### config.mk
export PLATFORM = sky130hd
export DESIGN_NAME = picosoc_sdram_wbuf
export DESIGN_NICKNAME = d
export VERILOG_FILES = /design/src/rtl/picosoc_sdram_wbuf.sv
export SDC_FILE = /design/constraint.sdc
export NUM_CORES = 1
export LEC_CHECK = 0
export CAP_MARGIN = 20
export CORE_MARGIN = 3
export CORE_UTILIZATION = 35
export DETAILED_ROUTE_END_ITERATION = 8
export PLACE_DENSITY = 0.55
export SKIP_CTS_REPAIR_TIMING = 1
export SYNTH_ARGS = -nofsm -noshare
export SYNTH_HDL_FRONTEND = slang
export SYNTH_SLANG_ARGS = --single-unit
### constraint.sdc
create_clock -name clk_logic -period 5.9 [get_ports clk_logic]
set_clock_uncertainty 0.15 [all_clocks]
set_input_delay 1.18 -clock clk_logic [delete_from_list [all_inputs] [get_ports clk_logic]]
set_output_delay 1.18 -clock clk_logic [all_outputs]
set_load 0.005 [all_outputs]
### src/rtl/picosoc_sdram_wbuf.sv
// picosoc_sdram_wbuf: posted-write buffer in front of the SDRAM controller port.
// Writes are queued and acknowledged at once; they drain in order. Reads are
// forwarded only once the queue is empty, so read-after-write order holds.
module picosoc_sdram_wbuf #(
  parameter int DEPTH      = 4,
  parameter int ADDR_WIDTH = 21
) (
  input  logic                    clk_logic,
  input  logic                    system_reset_n,
  input  logic [ADDR_WIDTH-1:0]   up_addr,
  input  logic [31:0]             up_data,
  input  logic [3:0]              up_byte_en,
  input  logic                    up_wr,
  input  logic                    up_rd,
  output logic [31:0]             up_q,
  output logic                    up_ready,
  output logic [ADDR_WIDTH-1:0]   dn_addr,
  output logic [31:0]             dn_data,
  output logic [3:0]              dn_byte_en,
  output logic                    dn_wr,
  output logic                    dn_rd,
  input  logic [31:0]             dn_q,
  input  logic                    dn_ready,
  output logic [$clog2(DEPTH):0]  level,
  output logic                    idle
);

  localparam int PW = $clog2(DEPTH);
  localparam int LW = PW + 1;
  // Entry layout: {addr, data, byte_en}
  localparam int EW = ADDR_WIDTH + 36;

  typedef enum logic [1:0] {ST_IDLE, ST_WRITE, ST_READ} state_t;

  state_t                  r_state;
  state_t                  w_state_next;
  logic [EW-1:0]           r_mem [DEPTH];
  logic [PW-1:0]           r_head;
  logic [PW-1:0]           r_tail;
  logic [LW-1:0]           r_level;
  logic [31:0]             r_up_q;
  logic                    r_up_ready;
  logic [ADDR_WIDTH-1:0]   r_dn_addr;
  logic [31:0]             r_dn_data;
  logic [3:0]              r_dn_byte_en;
  logic                    r_dn_wr;
  logic                    r_dn_rd;

  logic                    w_full;
  logic                    w_push;
  logic                    w_pop;
  logic                    w_load_wr;
  logic                    w_load_rd;
  logic                    w_rd_done;
  logic [EW-1:0]           w_head_entry;

  // A full queue may still accept when the head is leaving on the same edge.
  // The up_ready term stops a second push while the requester drops up_wr.
  assign w_full       = (r_level == LW'(DEPTH));
  assign w_pop        = (r_state == ST_WRITE) && dn_ready;
  assign w_push       = up_wr && !r_up_ready && (!w_full || w_pop);
  assign w_head_entry = r_mem[r_head];

  assign up_q       = r_up_q;
  assign up_ready   = r_up_ready;
  assign dn_addr    = r_dn_addr;
  assign dn_data    = r_dn_data;
  assign dn_byte_en = r_dn_byte_en;
  assign dn_wr      = r_dn_wr;
  assign dn_rd      = r_dn_rd;
  assign level      = r_level;
  assign idle       = (r_level == '0) && (r_state == ST_IDLE);

  // Downstream FSM state register.
  always_ff @(posedge clk_logic or negedge system_reset_n) begin
    if (!system_reset_n) r_state <= ST_IDLE;
    else                 r_state <= w_state_next;
  end

  // Next-state logic: a buffered write always takes priority over a read.
  always_comb begin
    w_state_next = r_state;
    w_load_wr    = 1'b0;
    w_load_rd    = 1'b0;
    w_rd_done    = 1'b0;
    case (r_state)
      ST_IDLE: begin
        if (r_level != '0) begin
          w_state_next = ST_WRITE;
          w_load_wr    = 1'b1;
        end else if (up_rd && !r_up_ready) begin
          w_state_next = ST_READ;
          w_load_rd    = 1'b1;
        end
      end
      ST_WRITE: begin
        if (dn_ready) w_state_next = ST_IDLE;
      end
      ST_READ: begin
        if (dn_ready) begin
          w_state_next = ST_IDLE;
          w_rd_done    = 1'b1;
        end
      end
      default: w_state_next = ST_IDLE;
    endcase
  end

  // Queue storage: written at the tail, head read feeds the downstream port.
  always_ff @(posedge clk_logic) begin
    if (w_push) r_mem[r_tail] <= {up_addr, up_data, up_byte_en};
  end

  // Queue pointers and occupancy; pointers wrap naturally at DEPTH.
  always_ff @(posedge clk_logic or negedge system_reset_n) begin
    if (!system_reset_n) begin
      r_head  <= '0;
      r_tail  <= '0;
      r_level <= '0;
    end else begin
      if (w_push) r_tail <= r_tail + 1'b1;
      if (w_pop)  r_head <= r_head + 1'b1;
      case ({w_push, w_pop})
        2'b10:   r_level <= r_level + 1'b1;
        2'b01:   r_level <= r_level - 1'b1;
        default: r_level <= r_level;
      endcase
    end
  end

  // Registered port outputs on both sides.
  always_ff @(posedge clk_logic or negedge system_reset_n) begin
    if (!system_reset_n) begin
      r_up_q       <= '0;
      r_up_ready   <= 1'b0;
      r_dn_addr    <= '0;
      r_dn_data    <= '0;
      r_dn_byte_en <= '0;
      r_dn_wr      <= 1'b0;
      r_dn_rd      <= 1'b0;
    end else begin
      r_up_ready <= w_push || w_rd_done;
      if (w_load_wr) begin
        r_dn_addr    <= w_head_entry[EW-1 -: ADDR_WIDTH];
        r_dn_data    <= w_head_entry[35:4];
        r_dn_byte_en <= w_head_entry[3:0];
        r_dn_wr      <= 1'b1;
      end
      if (w_load_rd) begin
        r_dn_addr    <= up_addr;
        r_dn_byte_en <= 4'hF;
        r_dn_rd      <= 1'b1;
      end
      if (w_pop) r_dn_wr <= 1'b0;
      if (w_rd_done) begin
        r_dn_rd <= 1'b0;
        r_up_q  <= dn_q;
      end
    end
  end

endmodule

After elaboration in Yosys (flattened, before gate mapping)
Memory sizes are Yosys's and may differ from the RTL's.
Index checks and enable logic that the tools add are counted.
{ "totals": {"regBits": 101, "ramBits": 228, "input_bits": 94, "output_inout_bits": 96, "elab_cells": 63, "n_memories": 1} }
{ "memory_table": {"columns": ["name", "words", "width", "rd", "rd_clocked_by_memory_dff", "wr", "line", "source"], "rows": [
  ["r_mem", 4, 57, 1, 0, 1, "37", "logic [EW-1:0] r_mem [DEPTH];"]
]} }
{ "classes": {"addsub": 4, "n_eq_ne": 7, "muxes": 22, "n_reduce_logical": 18} }
{ "ops": {"columns": ["cell", "n"], "rows": [
  ["21-bit 2-to-1 mux", 2],
  ["1-bit 2-to-1 mux", 13],
  ["4-bit 2-to-1 mux", 2],
  ["2-bit nonzero test", 4],
  ["2-bit 2-to-1 mux", 3],
  ["3-bit case mux with 2 select lines", 1],
  ["1-bit logical AND", 5],
  ["2-bit by 1-bit adder with 2-bit output, second input constant", 2],
  ["2-bit by 1-bit equality test with 1-bit output, second input constant", 2],
  ["2-bit equality test, second input constant", 2],
  ["2-bit case mux with 2 select lines", 1],
  ["3-bit by 1-bit adder with 3-bit output, second input constant", 1],
  ["3-bit equality test, second input constant", 1],
  ["3-bit logical NOT", 1],
  ["3-bit by 1-bit != test with 1-bit output, second input constant", 1],
  ["3-bit nonzero test", 1],
  ["3-bit by 1-bit subtractor with 3-bit output, second input constant", 1],
  ["1-bit logical NOT", 2],
  ["2-bit logical NOT", 1],
  ["1-bit logical OR", 2],
  ["2-bit by 1-bit != test with 1-bit output, second input constant", 1],
  ["2-bit AND reduction", 1],
  ["2-bit OR reduction", 1]
]} }

Longest topological paths before layout
{ "depth": {"depth_word": 7, "depth_mapped": 9} }

Worst setup path before layout
OpenSTA, ideal clock, no wires.
{ "synth_path": {"path_type": "in2reg", "startpoint": "input port dn_ready", "endpoint": "memory r_mem[0][0] (netlist bit), enable pin", "setup_time_ps": 421, "t_arrival_ps": 3356, "path_slack_ps": 1974, "path_stages": 4, "path_buffers": 1, "path_cell_list": "clkbuf_1 > nand2_1 > a31oi_1 > and2_1"} }
{ "synth_between": {"elab_chain_cells": 5} }
{ "synth_lines": {"columns": ["element", "line", "source"], "rows": [
  ["from (decl)", "23", "input logic dn_ready,"],
  ["1-bit logical AND", "60", "assign w_pop = (r_state == ST_WRITE) && dn_ready;"],
  ["1-bit logical OR", "61", "assign w_push = up_wr && !r_up_ready && (!w_full || w_pop);"],
  ["1-bit logical AND", "61", null],
  ["1-bit 2-to-1 mux", "111", "if (w_push) r_mem[r_tail] <= {up_addr, up_data, up_byte_en};"],
  ["1-bit 2-to-1 mux (not written as such)", "111", null],
  ["to (decl)", "37", null]
]} }
No other way between the ends.

Worst setup path after layout
{ "layout_path": {"startpoint": "register r_level[0] (netlist: level[0])", "endpoint": "output port idle"} }
{ "layout_between": {"elab_chain_cells": 2} }
{ "layout_lines": {"columns": ["element", "line", "source"], "rows": [
  ["from (decl)", "40", "logic [LW-1:0] r_level;"],
  ["from (signal assigned)", "124", "2'b10: r_level <= r_level + 1'b1;"],
  ["from (signal assigned)", "125", "2'b01: r_level <= r_level - 1'b1;"],
  ["from (signal assigned)", "126", "default: r_level <= r_level;"],
  ["3-bit logical NOT", "72", "assign idle = (r_level == '0) && (r_state == ST_IDLE);"],
  ["1-bit logical AND", "72", null],
  ["to (decl)", "25", "output logic idle"]
]} }
No other way between the ends.

==> impl_metrics.sql <==
INSERT INTO impl_metrics (metric_group, metric, value, unit) VALUES
('outcome', 'outcome', 'finished, final reports clean', ''),
('cells_and_area', 'seq_area', '0.009382', 'mm2'),
('worst_setup_path', 'worst-path-max-fanout', '26', ''),
('routing', 'average_wire_per_standard_cell', '21.09', 'um'),
('logic_synthesis', 'synth-main-ff-cell', 'edfxtp_1', ''),
('floorplan', 'die_y', '193.8', 'um'),
('clock_tree', 'worst_setup_hold_path_clk_slew', '0.06', 'ns'),
('logic_synthesis', 'synth_enable_flop_cells', '228', ''),
('logic_synthesis', 'combined_area_of_all_synthesized_cells', '0.01234', 'mm2'),
('routing', 'firstDrtPassIters', '5', ''),
('pwr', 'pwr_density_cell', '517.2', 'mW/mm2'),
('timing', 'final-hold-violation-count', '0', ''),
('timing', 'totalNegativeSetupSlack', '0', 'ns'),
('logic_synthesis', 'netlist.top_cell.by_area', 'edfxtp_1', ''),
('pwr', 'leakage_power_of_the_design', '5.581', 'nW'),
('worst_setup_path', 'cp-end-kind', 'output pin', ''),
('clock_tree', 'clk_root_buffer_cell', 'clkbuf_16', ''),
('clock_tree', 'clock_path_buffers', '3', ''),
('logic_synthesis', 'synth_fp_nets', '710', ''),
('timing', 'unrepaired_setup_endpoints_after_global_routing', 'false', ''),
('worst_setup_path', 'cp_data_arrival_time', '2.27', 'ns'),
('timing', 'relSlewSlack', '38.48', '%'),
('cells_and_area', 'layout.filler_cells', '2903', ''),
('routing', 'route.detailed.vias_per_inst', '4.917', ''),
('routing', 'ant_nets', '0', ''),
('global_route', 'number_of_global_route_vias_before_repair', '7180', ''),
('cells_and_area', 'num-nets-final', '914', ''),
('global_route', 'grt_first_pass_wirelength', '42.73', 'mm'),
('worst_hold_path', 'hold_path.class', 'register to register', ''),
('routing', 'finalWirelength', '27.31', 'mm'),
('worst_setup_path', 'startpoint_type', 'register', ''),
('logic_synthesis', 'synthArstFlopShare', '30.70', '%'),
('timing', 'final_worst_path_cycle_share', '61.00', '%'),
('job', 'cap_viol_max_count', '0', ''),
('timing', 'setup_viol', '0', ''),
('timing', 'worst_slew_pin_slew', '0.9228', 'ns'),
('logic_synthesis', 'synth_seq_area_share', '75.98', '%'),
('global_route', 'global_route.usage.total', '14.55', '%'),
('floorplan', 'die-area', '0.03754', 'mm2'),
('placed_design', 'globalplace.congestion', '0.7213', ''),
('pwr', 'vdd_ir_drop_max', '0.2643', 'mV'),
('pwr', 'total_power', '8.214', 'mW'),
('global_route', 'gr-total-overflow', '0', ''),
('floorplan', 'cell_row_count', '68', ''),
('logic_synthesis', 'postSynthRegisterBits', '329', ''),
('logic_synthesis', 'synthCells', '608', ''),
('routing', 'detail_route.iter0.violations', '350', ''),
('logic_synthesis', 'synth_top_area_share', '55.49', '%'),
('cells_and_area', 'antenna-diode-count', '0', ''),
('logic_synthesis', 'syn_area_per_cell', '20.29', 'um2'),
('logic_synthesis', 'synth_common_cells', 'edfxtp_1 (228), dfrtp_1 (101), mux2_2 (64)', ''),
('logic_synthesis', 'ys.warnings.count', '0', ''),
('global_route', 'grt_start_max_net_pins', '63', ''),
('floorplan', 'core_region_area', '0.03463', 'mm2'),
('logic_synthesis', 'dominant_cells_by_area_after_synthesis', 'edfxtp_1 (55%), dfrtp_1 (20%), mux4_2 (9.7%)', ''),
('clock_tree', 'cts.sinks', '329', ''),
('floorplan', 'floorplan.die.width', '193.8', 'um'),
('clock_tree', 'worstSkewPairLatency', '0.51', 'ns'),
('logic_synthesis', 'post-synth-top-count-cell', 'edfxtp_1', ''),
('timing', 'achievable-frequency', '0.2779', 'GHz'),
('cells_and_area', 'areaGrowthSynthToFinish', '28.72', '%'),
('floorplan', 'initial_utilization', '35.63', '%'),
('placed_design', 'detailedPlacementHpwl', '17.04', 'mm'),
('worst_setup_path', 'setup.worst_path.class', 'register to output pin', ''),
('routing', 'vias', '6367', ''),
('worst_setup_path', 'rrSetupSlack', '3.00', 'ns'),
('clock_tree', 'htree_levels', '2', ''),
('logic_synthesis', 'ys_types', '33', ''),
('clock_tree', 'cts_buffers', '36', ''),
('routing', 'detail_route.drc_violations', '0', ''),
('clock_tree', 'tritoncts_clock_tree', 'yes', ''),
('timing', 'finalCriticalPeriod', '3.599', 'ns'),
('cells_and_area', 'multi_input_comb_area', '0.002788', 'mm2'),
('global_route', 'initial_antenna_violation_count', '0', ''),
('placed_design', 'numPortBuffers', '189', ''),
('timing', 'slew_viol_final', '0', ''),
('cells_and_area', 'final_layout_size_suffix_gt1_share', '21.79', '%'),
('floorplan', 'io_pins', '190', ''),
('worst_setup_path', 'worstPathRequired', '4.57', 'ns');
==> cell usage in the layout, fill, tap and decap left out, types with 3 or more instances in the layout <==
cell type	synthesis	layout
edfxtp_1	228	228
clkdlybuf4s50_1	0	188
dfrtp_1	101	99
mux2_2	64	64
mux4_2	53	53
clkbuf_16	0	37
a21oi_1	28	28
nor2_1	24	24
o22ai_1	22	22
clkbuf_1	6	12
inv_1	8	8
ha_1	7	7
nand2_1	5	5
clkinv_2	0	5
buf_4	5	5
and2_4	0	4
o22a_1	4	4
o21ai_0	4	4
mux4_1	4	4
clkinv_1	0	4
nor2b_1	3	3
nand2b_1	4	3
xnor2_1	3	3
bufinv_16	0	3
==> state kept, by name, summed over array words and instances, names as in the netlist <==
register,count
dn_addr,21
dn_byte_en,4
dn_data,32
dn_rd,1
dn_wr,1
level,3
r_head,2
r_mem,228
r_state,2
r_tail,2
up_q,32
up_ready,1
==> worst paths after layout <==
| check | startpoint | endpoint | cells after the start |
|---|---|---|---|
| setup / recovery | level[0]$_DFFE_PN0P_ | idle | 4 |
| hold / removal | dn_data[23]$_DFFE_PN0P_ | dn_data[23]$_DFFE_PN0P_ | 1 |
| setup reg to reg | r_state[1]$_DFFE_PN0P_ | r_mem[3][45]$_DFFE_PP_ | 5 |
| hold reg to reg | dn_data[23]$_DFFE_PN0P_ | dn_data[23]$_DFFE_PN0P_ | 1 |
| max in group asynchronous | system_reset_n | r_head[1]$_DFFE_PN0P_ | 2 |
| min in group asynchronous | system_reset_n | up_q[3]$_DFFE_PN0P_ | 1 |
==> metal layers <==
layer / up-vias / GRT usage (%) / share of wire [%]
met4: 0 / 3.295 / 1.5
met3: 32 / 2.641 / 3.6
met1: 3387 / 17.62 / 40
met5: - / 0 / 0
met2: 131 / 27.09 / 55
li1: 2817 / - / -
==> where the power goes <==
part | switching, mW | total [mW] | leakage (nW) | internal (mW)
logic | 1.01 | 2.50 | 1.75 | 1.49
clock network | 0.865 | 2.17 | 0.561 | 1.31
registers | 0.422 | 3.54 | 3.27 | 3.12
==> worst max-delay path: stages (launching register included) <==
cell and delay, ns:
dfrtp_1 0.46, nor3_4 0.18, buf_4 0.34, and2_1 0.24, clkdlybuf4s50_1 0.55
==> kinds of logic (layout without fill, tap and decap cells) <==
logic type      after synthesis  count (layout)  synth area share [%]
flops                       329             329                 75.98
mux                         121             121                 16.37
compound gates               67              67                 3.286
simple gates                 43              43                 1.663
buf+inv                      37             269                 1.623
fa+ha+maj                     8               8                0.8721
xor+xnor                      3               3                0.2130
==> through the flow <==
stage          hold slack [ns]  instance area (um2)  util [%]  setup slack [ns]  cells
6_report                0.3577                15880     45.86             2.301   1295
5_1_grt                 0.3697                15880     45.86             2.181   1295
4_1_cts                 0.3596                15840     45.74             1.822   1293
3_5_place_dp            0.3461                14690     42.42             1.832   1227
3_3_place_gp            0.3366                14690     42.42             1.985   1227
2_1_floorplan           0.3343                12340         -             1.974    608
==> final cells by class <==
type                            count  area share (%)
Clock inverter                     16           1.048
Inverter                            8          0.1891
Multi-Input combinational cell    242           17.55
Tap cell                          455           3.585
Timing Repair Buffer              195           12.35
Sequential cell                   329           59.07
Clock buffer                       50           6.200
No activity file was read; power rests on OpenSTA's default activity.
